File: config.mk
export PLATFORM = sky130hd
export DESIGN_NAME = decode
export DESIGN_NICKNAME = d
export VERILOG_FILES = /design/src/rtl/decode.sv
export SDC_FILE = /design/constraint.sdc
export NUM_CORES = 1
export LEC_CHECK = 0
export ABC_AREA = 1
export BUFFER_PORTS_ARGS = -buffer_cell sky130_fd_sc_hd__buf_2
export CORE_ASPECT_RATIO = 1.25
export CORE_MARGIN = 4
export CORE_UTILIZATION = 37
export CTS_BUF_LIST = sky130_fd_sc_hd__clkbuf_2 sky130_fd_sc_hd__clkbuf_4 sky130_fd_sc_hd__clkbuf_8
export DETAILED_ROUTE_END_ITERATION = 8
export PLACE_DENSITY = 0.64
export SLEW_MARGIN = 20
export SYNTH_ARGS = -nofsm -noshare
export SYNTH_HDL_FRONTEND = slang
export SYNTH_SLANG_ARGS = --single-unit
File: constraint.sdc
create_clock -name clk -period 1.3 [get_ports clk]
set_input_delay 0.13 -clock clk [delete_from_list [all_inputs] [get_ports clk]]
set_output_delay 0.13 -clock clk [all_outputs]
set_load 0.02 [all_outputs]
File: src/rtl/decode.sv
// RV32I decode stage: latches one instruction, reads its two source registers,
// and presents registered decode fields with a one-cycle done pulse two cycles later.
module decode (
  input  logic        clk,
  input  logic        rstn,
  input  logic        enable,
  input  logic [31:0] command,
  input  logic [31:0] pc,
  output logic [4:0]  rs1addr,
  output logic [4:0]  rs2addr,
  input  logic [31:0] rs1data,
  input  logic [31:0] rs2data,
  output logic        done,
  output logic [6:0]  opcode,
  output logic [2:0]  funct3,
  output logic        funct7b5,
  output logic [4:0]  rd,
  output logic [31:0] imm,
  output logic [31:0] src1,
  output logic [31:0] src2,
  output logic [31:0] pc_out,
  output logic        regwrite,
  output logic        illegal
);

  typedef enum logic [1:0] {StIdle, StRead, StOut} state_e;

  state_e      state_q, state_d;
  logic [31:0] cmd_q, cmd_d, pc_q, pc_d;
  logic [4:0]  rs1addr_q, rs1addr_d, rs2addr_q, rs2addr_d, rd_q, rd_d;
  logic [6:0]  opcode_q, opcode_d;
  logic [2:0]  funct3_q, funct3_d;
  logic        funct7b5_q, funct7b5_d, done_q, done_d;
  logic [31:0] imm_q, imm_d, src1_q, src1_d, src2_q, src2_d, pc_out_q, pc_out_d;
  logic        regwrite_q, regwrite_d, illegal_q, illegal_d;

  logic [31:0] dec_imm;
  logic        dec_illegal;
  logic [2:0]  dec_f3;

  // Field decode works on the latched word so outputs never see command directly.
  always_comb begin
    dec_imm     = 32'h0;
    dec_illegal = 1'b0;
    dec_f3      = cmd_q[14:12];
    unique case (cmd_q[6:0])
      7'h03: begin
        dec_imm     = {{20{cmd_q[31]}}, cmd_q[31:20]};
        dec_illegal = (dec_f3 == 3'd3) || (dec_f3 == 3'd6) || (dec_f3 == 3'd7);
      end
      7'h13: dec_imm = {{20{cmd_q[31]}}, cmd_q[31:20]};
      7'h67: begin
        dec_imm     = {{20{cmd_q[31]}}, cmd_q[31:20]};
        dec_illegal = (dec_f3 != 3'd0);
      end
      7'h23: begin
        dec_imm     = {{20{cmd_q[31]}}, cmd_q[31:25], cmd_q[11:7]};
        dec_illegal = (dec_f3 > 3'd2);
      end
      7'h63: begin
        dec_imm     = {{19{cmd_q[31]}}, cmd_q[31], cmd_q[7], cmd_q[30:25], cmd_q[11:8], 1'b0};
        dec_illegal = (dec_f3 == 3'd2) || (dec_f3 == 3'd3);
      end
      7'h37, 7'h17: dec_imm = {cmd_q[31:12], 12'h0};
      7'h6f: dec_imm = {{11{cmd_q[31]}}, cmd_q[31], cmd_q[19:12], cmd_q[20], cmd_q[30:21], 1'b0};
      7'h33: dec_imm = 32'h0;
      default: dec_illegal = 1'b1;
    endcase
  end

  always_comb begin
    state_d    = state_q;
    cmd_d      = cmd_q;
    pc_d       = pc_q;
    rs1addr_d  = rs1addr_q;
    rs2addr_d  = rs2addr_q;
    rd_d       = rd_q;
    opcode_d   = opcode_q;
    funct3_d   = funct3_q;
    funct7b5_d = funct7b5_q;
    imm_d      = imm_q;
    src1_d     = src1_q;
    src2_d     = src2_q;
    pc_out_d   = pc_out_q;
    regwrite_d = regwrite_q;
    illegal_d  = illegal_q;
    done_d     = 1'b0;
    unique case (state_q)
      StIdle: begin
        if (enable) begin
          cmd_d     = command;
          pc_d      = pc;
          rs1addr_d = command[19:15];
          rs2addr_d = command[24:20];
          state_d   = StRead;
        end
      end
      StRead: begin
        state_d    = StOut;
        done_d     = 1'b1;
        opcode_d   = cmd_q[6:0];
        funct3_d   = cmd_q[14:12];
        funct7b5_d = cmd_q[30];
        rd_d       = cmd_q[11:7];
        imm_d      = dec_imm;
        src1_d     = (cmd_q[19:15] == 5'd0) ? 32'h0 : rs1data;
        src2_d     = (cmd_q[24:20] == 5'd0) ? 32'h0 : rs2data;
        pc_out_d   = pc_q;
        illegal_d  = dec_illegal;
        regwrite_d = !dec_illegal && (cmd_q[6:0] != 7'h23) && (cmd_q[6:0] != 7'h63) &&
                     (cmd_q[11:7] != 5'd0);
      end
      StOut:   state_d = StIdle;
      default: state_d = StIdle;
    endcase
  end

  always_ff @(posedge clk) begin
    if (!rstn) begin
      state_q    <= StIdle;
      cmd_q      <= 32'h0;
      pc_q       <= 32'h0;
      rs1addr_q  <= 5'd0;
      rs2addr_q  <= 5'd0;
      rd_q       <= 5'd0;
      opcode_q   <= 7'd0;
      funct3_q   <= 3'd0;
      funct7b5_q <= 1'b0;
      imm_q      <= 32'h0;
      src1_q     <= 32'h0;
      src2_q     <= 32'h0;
      pc_out_q   <= 32'h0;
      regwrite_q <= 1'b0;
      illegal_q  <= 1'b0;
      done_q     <= 1'b0;
    end else begin
      state_q    <= state_d;
      cmd_q      <= cmd_d;
      pc_q       <= pc_d;
      rs1addr_q  <= rs1addr_d;
      rs2addr_q  <= rs2addr_d;
      rd_q       <= rd_d;
      opcode_q   <= opcode_d;
      funct3_q   <= funct3_d;
      funct7b5_q <= funct7b5_d;
      imm_q      <= imm_d;
      src1_q     <= src1_d;
      src2_q     <= src2_d;
      pc_out_q   <= pc_out_d;
      regwrite_q <= regwrite_d;
      illegal_q  <= illegal_d;
      done_q     <= done_d;
    end
  end

  assign rs1addr  = rs1addr_q;
  assign rs2addr  = rs2addr_q;
  assign done     = done_q;
  assign opcode   = opcode_q;
  assign funct3   = funct3_q;
  assign funct7b5 = funct7b5_q;
  assign rd       = rd_q;
  assign imm      = imm_q;
  assign src1     = src1_q;
  assign src2     = src2_q;
  assign pc_out   = pc_out_q;
  assign regwrite = regwrite_q;
  assign illegal  = illegal_q;

endmodule

==> flow_metrics.env <==
export IMPL_nFillCells=1827
export IMPL_dr_total_vias=8817
export IMPL_viasPerCell=4.95
export IMPL_coreArea_um2=21000
export IMPL_drc=0
export IMPL_synthToLayoutAreaGrowth_pct=59.2
export IMPL_detail_route_wl_per_cell_um=16.2
export IMPL_yosys_area_top_type="dfxtp_1"
export IMPL_layout_commonest_cell="buf_2"
export IMPL_grtUsageTotal_pct=21.4
export IMPL_period_share_pct=106
export IMPL_cts_root_buf="clkbuf_8"
export IMPL_cp_slowest_cell="dfxtp_2"
export IMPL_initial_utilization_pct=37.9
export IMPL_yosys_register_bits=213
export IMPL_multi_input_comb_area_um2=3460
export IMPL_critPathKind="reg2reg"
export IMPL_finClkSkew_ps=11.7
export IMPL_die_h_um=172
export IMPL_netlist_top_cells_area="dfxtp_1, o21ai_0, nor2_1"
export IMPL_drtIter0Drc=441
export IMPL_slew_headroom_pct=68.8
export IMPL_synth_edff_count=0
export IMPL_avgSynthCellArea_um2=7.58
export IMPL_grt_max_degree=65
export IMPL_ys_types=20
export IMPL_setup_violations_final=31
export IMPL_grt_overflow=0
export IMPL_hold_path_class="in2reg"
export IMPL_antenna_found_initial=1
export IMPL_worstMarginPinSlew_ps=468
export IMPL_grt_pass1_wl_mm=42.6
export IMPL_ios=288
export IMPL_leakagePower_nw=6.06
export IMPL_crit_path_end_kind="register"
export IMPL_synthFlopType="dfxtp_1"
export IMPL_r2r_cells=10
export IMPL_mostFrequentLayoutCells="buf_2, dfxtp_1, nor2_1, nand2_1, o21ai_0"
export IMPL_ant_nets=0
export IMPL_violations="negative setup slack"
export IMPL_clockBufferDepth=3
export IMPL_portBuffers=287
export IMPL_die_area_um2=23900
export IMPL_yosysTopAreaCellShare_pct=53.7
export IMPL_regArea_um2=4280
export IMPL_finalHoldViolCount=0
export IMPL_period_needed_ps=1380
export IMPL_maxCapViolations=0
export IMPL_wl_mm=28.8
export IMPL_fmax_mhz=724
export IMPL_core_rowCount=59
export IMPL_cts_tree="built"
export IMPL_dpl_worst_slack_ps=-76.3
export IMPL_grt_setup_unrepaired="true"
export IMPL_async_flop_share_pct=0
export IMPL_clk_pin_slew_ps=60
export IMPL_power_density_nw_per_um2=1270
export IMPL_clock_sinks=213
export IMPL_yosys_warnings=0
export IMPL_clk_latency_ps=500
export IMPL_die_w_um=139
export IMPL_p_total_mw=16.0
export IMPL_dr_pass1_iters=5
export IMPL_ir_drop_mv=1.32
export IMPL_status="complete, but fails checks"
export IMPL_required_ps=1730
export IMPL_syn_inst=1047
export IMPL_start_kind="register"
export IMPL_cpPeakStageDelay_ps=320
export IMPL_dpl_hpwl_mm=17.3
export IMPL_drv_slew=0
export IMPL_cp_max_fo=3
export IMPL_path_cells="inv_2 -> nand2_2 -> nor2_4 -> nand2_2 -> buf_4 -> o21ai_1 -> inv_1 -> nand3_2 -> nand2_2 -> a21oi_2"
export IMPL_syn_nets=1178
export IMPL_htree_levels=2
export IMPL_grt_pass1_vias=8461
export IMPL_syn_area_um2=7940
export IMPL_hold_path_depth=4
export IMPL_crit_top_cell="nand2_2"
export IMPL_numCtsBuffers=34
export IMPL_hold_slack_ps=67.3
export IMPL_drive_gt1_share_pct=33.6
export IMPL_crit_arrival_ps=1810
export IMPL_place_congestion=0.856
export IMPL_nets=1617
export IMPL_timing_final_ws_setup_ps=-81.3
export IMPL_seq_area_frac_synth_pct=53.7
[path summary, 6_finish.rpt]
| path | slack [ps] | from | to |
|---|---|---|---|
| min reg2reg | 460 | imm[3]$_SDFFE_PN0P_ | imm[3]$_SDFFE_PN0P_ |
| min | 70 | enable | state_q[0]$_SDFFE_PN0P_ |
| max | -80 | cmd_q[4]$_SDFFE_PN0P_ | imm[11]$_SDFFE_PN0P_ |
| max reg2reg | -80 | cmd_q[4]$_SDFFE_PN0P_ | imm[11]$_SDFFE_PN0P_ |
[per-stage QoR]
step,TNS [ps],cells,area (µm²),util (%)
finish,-1420,1783,12600,60.3
global route,-4290,1783,12600,60.3
CTS,-384,1765,12100,57.6
detailed placement,-3160,1574,9920,47.3
global placement,-753,1574,9920,47.3
floorplan,0,1047,7940,-
[cell families (layout without fill, tap and decap cells)]
logic type             after synthesis  after routing  share of synthesized area (%)
and+or+nand+nor                    420            420                           20.7
AOI/OAI and AO/OA                  304            304                           19.2
DFF                                213            213                           53.7
buffers and inverters              110            571                           6.34
other                                0              1                              0
[routing by layer]
| layer | track usage, % | part of all wire [%] |
|---|---|---|
| met1 | 24.3 | 39 |
| met2 | 38.4 | 51 |
| met3 | 5.28 | 6.2 |
| met4 | 9.23 | 4.0 |
| met5 | 0 | 0 |
[critical path, delay by kind of cell (launching register included)]
family                 cells  cell delay [ps]
DFF                        1              320
and+or+nand+nor            5              490
buffers and inverters      3              290
AOI/OAI and AO/OA          2              220
[sequential cells by signal (all words and copies together), names as in the netlist, 2 cells and up]
| signal | count |
|---|---|
| cmd_q | 32 |
| funct3 | 3 |
| state_q | 2 |
| rd | 5 |
| opcode | 7 |
| pc_q | 32 |
| pc_out | 32 |
| src1 | 32 |
| src2 | 32 |
| imm | 32 |
[Yosys cell counts, types with 4 or more instances]
| library cell | number |
|---|---|
| dfxtp_1 | 213 |
| nor2_1 | 192 |
| nand2_1 | 188 |
| o21ai_0 | 179 |
| a21oi_1 | 123 |
| clkbuf_1 | 60 |
| nand3_1 | 28 |
| inv_1 | 20 |
| buf_4 | 13 |
| buf_2 | 9 |
| buf_6 | 4 |
| inv_2 | 4 |
| nand2_2 | 4 |
[what timing repair did]
item / in CTS / in global routing
resized for setup: 47 / 88
hold endpoints to repair: 128 / 0
cloned: 1 / 9
endpoints found under the setup margin: 68 / 138
buffers inserted: 3 / 8
hold buffers: 129 / 0
pin swaps: 20 / 32
[where the power goes]
group / switching [mW] / internal, mW
Sequential: 0.261 / 6.97
Clock: 2.59 / 3.29
Combinational: 1.64 / 1.27
Total: 4.49 / 11.5
[layout make-up]
cell class	count	share of cell area (%)
diodes	1	0.0198
well taps	274	2.71
clock buffers	53	5.33
flip-flops and latches	213	33.9
clock inverters	5	0.218
repair buffers	489	29.7
multi-input cells	724	27.4
inverters	24	0.752
(Power assumes the default switching activity.)
